`src/rtl/note_mixer.sv`:
```
// note_mixer
//   Mixes the twelve per-note oscillators into one 8-bit sample. On each
//   accepted sample request the held-key mask is snapshotted, every note is
//   visited once (square level from its live count against half its limit),
//   and the mean level of the held notes is computed with a 12-step
//   restoring divider. Latency from acceptance to the valid pulse is fixed
//   at 24 cycles regardless of the key pattern.
//
// Ports
//   clk           system clock, rising edge
//   n_rst         asynchronous active-low reset
//   count_in      live oscillator counts, note k at [BITLEN*k +: BITLEN]
//   lim_in        per-note wrap limits, same packing
//   keys          held-key mask, bit k = note k
//   sample_req    request strobe from the output stage
//   sample        last computed mixed sample (holds between updates)
//   sample_valid  one-cycle pulse when sample has just been updated
//   busy          high while a request is being processed
//   state_dbg     current FSM state (IDLE=0, ACC=1, DIV=2, DONE=3)
//
// Handshake: sample_req is sampled only in IDLE; a request seen in any
// other state is dropped, not queued. sample_valid is a single-cycle pulse
// with no back-pressure; the consumer must take sample while it is high or
// any time before the next valid pulse.

module note_mixer #(
  parameter int BITLEN = 16
) (
  input  logic                 clk,
  input  logic                 n_rst,
  input  logic [12*BITLEN-1:0] count_in,
  input  logic [12*BITLEN-1:0] lim_in,
  input  logic [11:0]          keys,
  input  logic                 sample_req,
  output logic [7:0]           sample,
  output logic                 sample_valid,
  output logic                 busy,
  output logic [1:0]           state_dbg
);

  typedef enum logic [1:0] {
    IDLE = 2'd0,
    ACC  = 2'd1,
    DIV  = 2'd2,
    DONE = 2'd3
  } state_t;

  state_t      state_q, state_d;
  logic [11:0] key_q,   key_d;
  logic [11:0] sum_q,   sum_d;
  logic [3:0]  n_q,     n_d;
  logic [3:0]  ch_q,    ch_d;     // channel index in ACC, iteration index in DIV
  logic [11:0] quot_q,  quot_d;   // dividend shifts out the top, quotient in the bottom
  logic [12:0] rem_q,   rem_d;
  logic [7:0]  sample_q, sample_d;
  logic        valid_q,  valid_d;

  // Channel selected by ch_q; counts are taken live at the ACC edge.
  logic [BITLEN-1:0] cnt_sel;
  logic [BITLEN-1:0] lim_sel;
  logic              key_sel;
  logic              ch_high;

  always_comb begin
    cnt_sel = '0;
    lim_sel = '0;
    key_sel = 1'b0;
    for (int k = 0; k < 12; k++) begin
      if (ch_q == 4'(k)) begin
        cnt_sel = count_in[BITLEN*k +: BITLEN];
        lim_sel = lim_in[BITLEN*k +: BITLEN];
        key_sel = key_q[k];
      end
    end
    // A count beyond the limit (after a limit change) simply reads as low.
    ch_high = key_sel && (cnt_sel <= (lim_sel >> 1));
  end

  // One restoring-division step: bring down the next dividend bit and
  // subtract the divisor when it fits.
  logic [12:0] rem_shift;
  logic [12:0] rem_step;
  logic [11:0] quot_step;
  logic [12:0] n_ext;

  always_comb begin
    n_ext     = {9'd0, n_q};
    rem_shift = {rem_q[11:0], quot_q[11]};
    if (rem_shift >= n_ext) begin
      rem_step  = rem_shift - n_ext;
      quot_step = {quot_q[10:0], 1'b1};
    end else begin
      rem_step  = rem_shift;
      quot_step = {quot_q[10:0], 1'b0};
    end
  end

  logic [11:0] sum_acc;
  logic [3:0]  n_acc;

  always_comb begin
    sum_acc  = sum_q + (ch_high ? 12'd255 : 12'd0);
    n_acc    = n_q + {3'd0, key_sel};

    state_d  = state_q;
    key_d    = key_q;
    sum_d    = sum_q;
    n_d      = n_q;
    ch_d     = ch_q;
    quot_d   = quot_q;
    rem_d    = rem_q;
    sample_d = sample_q;
    valid_d  = 1'b0;

    unique case (state_q)
      IDLE: begin
        if (sample_req) begin
          key_d   = keys;
          sum_d   = '0;
          n_d     = '0;
          ch_d    = '0;
          state_d = ACC;
        end
      end
      ACC: begin
        sum_d = sum_acc;
        n_d   = n_acc;
        if (ch_q == 4'd11) begin
          // Load the final sum straight into the divider.
          quot_d  = sum_acc;
          rem_d   = '0;
          ch_d    = '0;
          state_d = DIV;
        end else begin
          ch_d = ch_q + 4'd1;
        end
      end
      DIV: begin
        quot_d = quot_step;
        rem_d  = rem_step;
        if (ch_q == 4'd11) begin
          // With no held keys the divider runs against zero; discard it.
          sample_d = (n_q == 4'd0) ? 8'd0 : quot_step[7:0];
          valid_d  = 1'b1;
          ch_d     = '0;
          state_d  = DONE;
        end else begin
          ch_d = ch_q + 4'd1;
        end
      end
      DONE: begin
        state_d = IDLE;
      end
      default: state_d = IDLE;
    endcase
  end

  always_ff @(posedge clk or negedge n_rst) begin
    if (!n_rst) begin
      state_q  <= IDLE;
      key_q    <= '0;
      sum_q    <= '0;
      n_q      <= '0;
      ch_q     <= '0;
      quot_q   <= '0;
      rem_q    <= '0;
      sample_q <= '0;
      valid_q  <= 1'b0;
    end else begin
      state_q  <= state_d;
      key_q    <= key_d;
      sum_q    <= sum_d;
      n_q      <= n_d;
      ch_q     <= ch_d;
      quot_q   <= quot_d;
      rem_q    <= rem_d;
      sample_q <= sample_d;
      valid_q  <= valid_d;
    end
  end

  assign sample       = sample_q;
  assign sample_valid = valid_q;
  assign busy         = (state_q != IDLE);
  assign state_dbg    = state_q;

endmodule

```
`config.mk`:
```
export PLATFORM = sky130hd
export DESIGN_NAME = note_mixer
export DESIGN_NICKNAME = d
export VERILOG_FILES = /design/src/rtl/note_mixer.sv
export SDC_FILE = /design/constraint.sdc
export NUM_CORES = 1
export LEC_CHECK = 0
export ABC_CLOCK_PERIOD_IN_PS = 6200
export CORE_AREA = 2 2 162 164
export DETAILED_ROUTE_END_ITERATION = 6
export DIE_AREA = 0 0 164 166
export GPL_TIMING_DRIVEN = 0
export PLACE_DENSITY = 0.71
export SETUP_SLACK_MARGIN = 0.05
export SYNTH_ARGS = -nofsm -noshare
export SYNTH_HDL_FRONTEND = slang
export SYNTH_SLANG_ARGS = --single-unit
export TNS_END_PERCENT = 30
```
`constraint.sdc`:
```
create_clock -name clk -period 6.2 [get_ports clk]
set_input_delay 1.24 -clock clk [delete_from_list [all_inputs] [get_ports clk]]
set_output_delay 1.24 -clock clk [all_outputs]
set_load 0.005 [all_outputs]
```
==> reports/metrics.csv <==
metric,value,unit
highest clock rate,167,MHz
endpoints failing setup,0,
sequential area share after synthesis,22.4,%
critical path data required time,6.42,ns
I/O pin count,411,
number of global-route vias before repair,9801,
routability cong.,0.967,
Max Cap Viol,0,
drt first pass iters,5,
Min-Delay Path Class,reg2reg,
"CTS clk-pin slew, worst paths",0.05,ns
"EDFF count, synth",0,
slowest cell on the critical path,dfrtp_2,
post-synth net total,1456,
PwrDens,442,nW/um^2
die area,27200,sq um
die height,166,microns
DRT antenna net count,0,
final hold vios,0,
ratio of cells with drive above 1 in the final layout,9.28,%
"critical path fanouts, max",10,
combinational power share,77.7,%
first-pass GRT wire length,60700,microns
CTS tree,built,
share of flip-flops with an asynchronous set or reset,100,%
Final min period,6.00,ns
clock sinks,67,
Fillers,2509,
Total Routing Usage GR,29.7,%
outcome,"finished, final reports clean",
synth warn,0,
vias,10200,
area occupied by multi-input gates,5500,sq um
Final Non-Filler Cells,1780,
Nets,1866,
CTS root buffer,clkbuf_16,
"Area growth, synth to finish",67.0,%
1st-iter DRT viols,867,
Worst Tran Pin Value,0.870,ns
DP Cell Count,1752,
hpwl dp,34900,microns
Reg power frac,12.9,%
CP max stage delay,0.44,ns
Synth cell types,66,
Post-CTS Hold Buffers,0,
LEAKAGE,4.90,nW
Finished Core Util,48.7,%
worst-path cell chain,"inv_1, ha_1, clkbuf_8, buf_2, nand2_1, o21ai_0, a22oi_1, o22ai_1, a221oi_1, a311oi_1, ha_1, a2111oi_1, o21ai_1, a31oi_1, a211o_1, and4_4, ha_4, a211o_1, a2111oi_4, nor2_2, o221ai_2, mux2_4, a22o_1",
Net Switching,0.00282,W
Final Max Tran Viols,0,
CTS buffer count,9,
mapped cell area,7470,sq um
largest net degree at the start of global routing,68,
Worst setup SP type,flip-flop,
Setup Crit Path Kind,reg2reg,
Rows,59,
Post-Synthesis Cells,1019,
Critical Path AT,6.22,ns
initial antenna violation count,13,
CP endpoint kind,flip-flop,
DIE WIDTH,164,microns
PortBufs,398,
Max Buffers Root-to-Sink,2,
CORE AREA,25600,sq um
DR DRC count,0,
Rel. slew slack,42.0,%
Post-synth top flop,dfrtp_1,
Int Pwr,0.00270,W
H-tree Lvls,3,
Clock power frac,9.3,%
Power Total,0.00552,W
switching part of the total,51.2,%
Setup Skew,0.00781,ns
Mean Syn Cell Area,7.33,sq um
wire per inst,24.1,microns
RSZ-0062 raised after global routing,yes,
post-synthesis register bit count,67,
Vias per Instance,5.72,
fin crit share,96.8,%
"Remaining Overflow, GRT",0,
sequential cell area,1680,sq um
Starting Density,29.2,%
worst vdd rail ir drop,0.219,mV
clk_lat worst skew,0.33,ns
Routed WL,42800,microns
-- cell usage in the layout, fill, tap and decap left out, drive strengths merged, types with 9 or more instances in the layout --
cell type	Yosys	routed
clkdlybuf4s50	0	396
nand2	123	123
o21ai	121	121
a21oi	105	105
clkbuf	67	80
nor2	78	78
dfrtp	67	67
inv	40	40
ha	36	36
a221oi	32	32
o221ai	24	24
mux2	24	24
a22o	23	23
a22oi	23	23
o22ai	22	22
buf	19	21
a211oi	19	19
nand3	17	17
o211ai	15	15
diode	0	12
nand3b	11	11
mux2i	11	11
nor2b	10	10
a311o	9	9
-- final timing paths --
kind,start,end,slack (ns),cells after the start
max in group asynchronous,n_rst,ch_q[0],4.55,1
min in group asynchronous,n_rst,sum_q[3],1.00,1
worst max register to register,ch_q[0],sum_q[9],0.20,23
worst max-delay path,ch_q[0],sum_q[9],0.20,23
worst min register to register,key_q[2],key_q[2],0.49,1
worst min-delay path,key_q[2],key_q[2],0.49,1
-- flip-flops by register name, summed over array words and instances (netlist names) --
signal,cells
sample_valid,1
sample,8
key_q,12
state_dbg,2
ch_q,4
n_q,4
quot_q,12
sum_q,12
rem_q,12
-- worst max-delay path, delay by kind of cell, from the launching register on --
family	cells	cell delay, ns
AO/OA/AOI/OAI	13	3.11
adder cells (fa/ha/maj)	3	0.86
buffers and inverters	3	0.64
AND/OR/NAND/NOR	3	0.51
flip-flops	1	0.44
multiplexers	1	0.32
-- synthesized netlist by cell type (all sizes together), types with 15 or more instances --
cell type	number	area, sq um
a211oi	19	143
a21oi	105	526
a221oi	32	280
a22o	23	203
a22oi	23	173
buf	19	83.8
clkbuf	67	251
dfrtp	67	1680
ha	36	450
inv	40	150
mux2	24	270
nand2	123	469
nand3	17	85.1
nor2	78	303
o211ai	15	113
o21ai	121	606
o221ai	24	210
o22ai	22	138
-- logic make-up after synthesis --
group / after synthesis / share of synthesized area [%]
AOI/OAI and AO/OA: 451 / 39.6
and+or+nand+nor: 291 / 18.5
buffers and inverters: 126 / 6.50
DFF: 67 / 22.4
adders and majority gates: 38 / 6.57
muxes: 35 / 5.09
xor gates and xnor gates: 11 / 1.29
-- metrics by stage --
stage               setup TNS, ns  cell area, sq um  worst slack (ns)  hold WS, ns
floorplan                       0              7470             0.818        0.456
global placement           -12.53             11900             -1.18        0.471
detailed placement         -12.99             11900             -1.23        0.474
CTS                             0             12300            0.0833        0.498
global route              -0.0153             12500           -0.0153        0.526
finish                          0             12500             0.197        0.492
-- per-layer routing --
layer / track usage (%) / vias to the layer above / share of wire (%)
li1: - / 4689 / -
met1: 35.0 / 4896 / 39
met2: 50.1 / 487 / 49
met3: 4.75 / 113 / 7.0
met4: 18.0 / 2 / 5.9
met5: 0 / - / 0.033
-- what timing repair did --
item / in CTS / in global routing
resized for setup: 43 / 64
setup buffers: 1 / 2
endpoints found under the hold margin: 0 / 0
endpoints found under the setup margin: 22 / 11
pin swaps: 2 / 18
-- area by class of cell --
cell class,instances,share of cell area [%]
Sequential cell,67,13.5
Tap cell,335,3.36
Multi-Input combinational cell,826,44.1
Timing Repair Buffer,401,32.1
Clock buffer,13,2.09
Antenna cell,12,0.241
Inverter,40,1.20
Clock inverter,2,0.281
Buffer,84,3.15
-- power by group through the flow --
stage,Clock [W],Combinational [W],Sequential (W)
global placement,0,0.00390,0.000713
finish,0.000514,0.00429,0.000714
global route,0.000540,0.00464,0.000734
floorplan,0,0.00258,0.000682
detailed placement,0,0.00395,0.000714
CTS,0.000519,0.00405,0.000710
No activity file was read; power rests on OpenSTA's default activity.
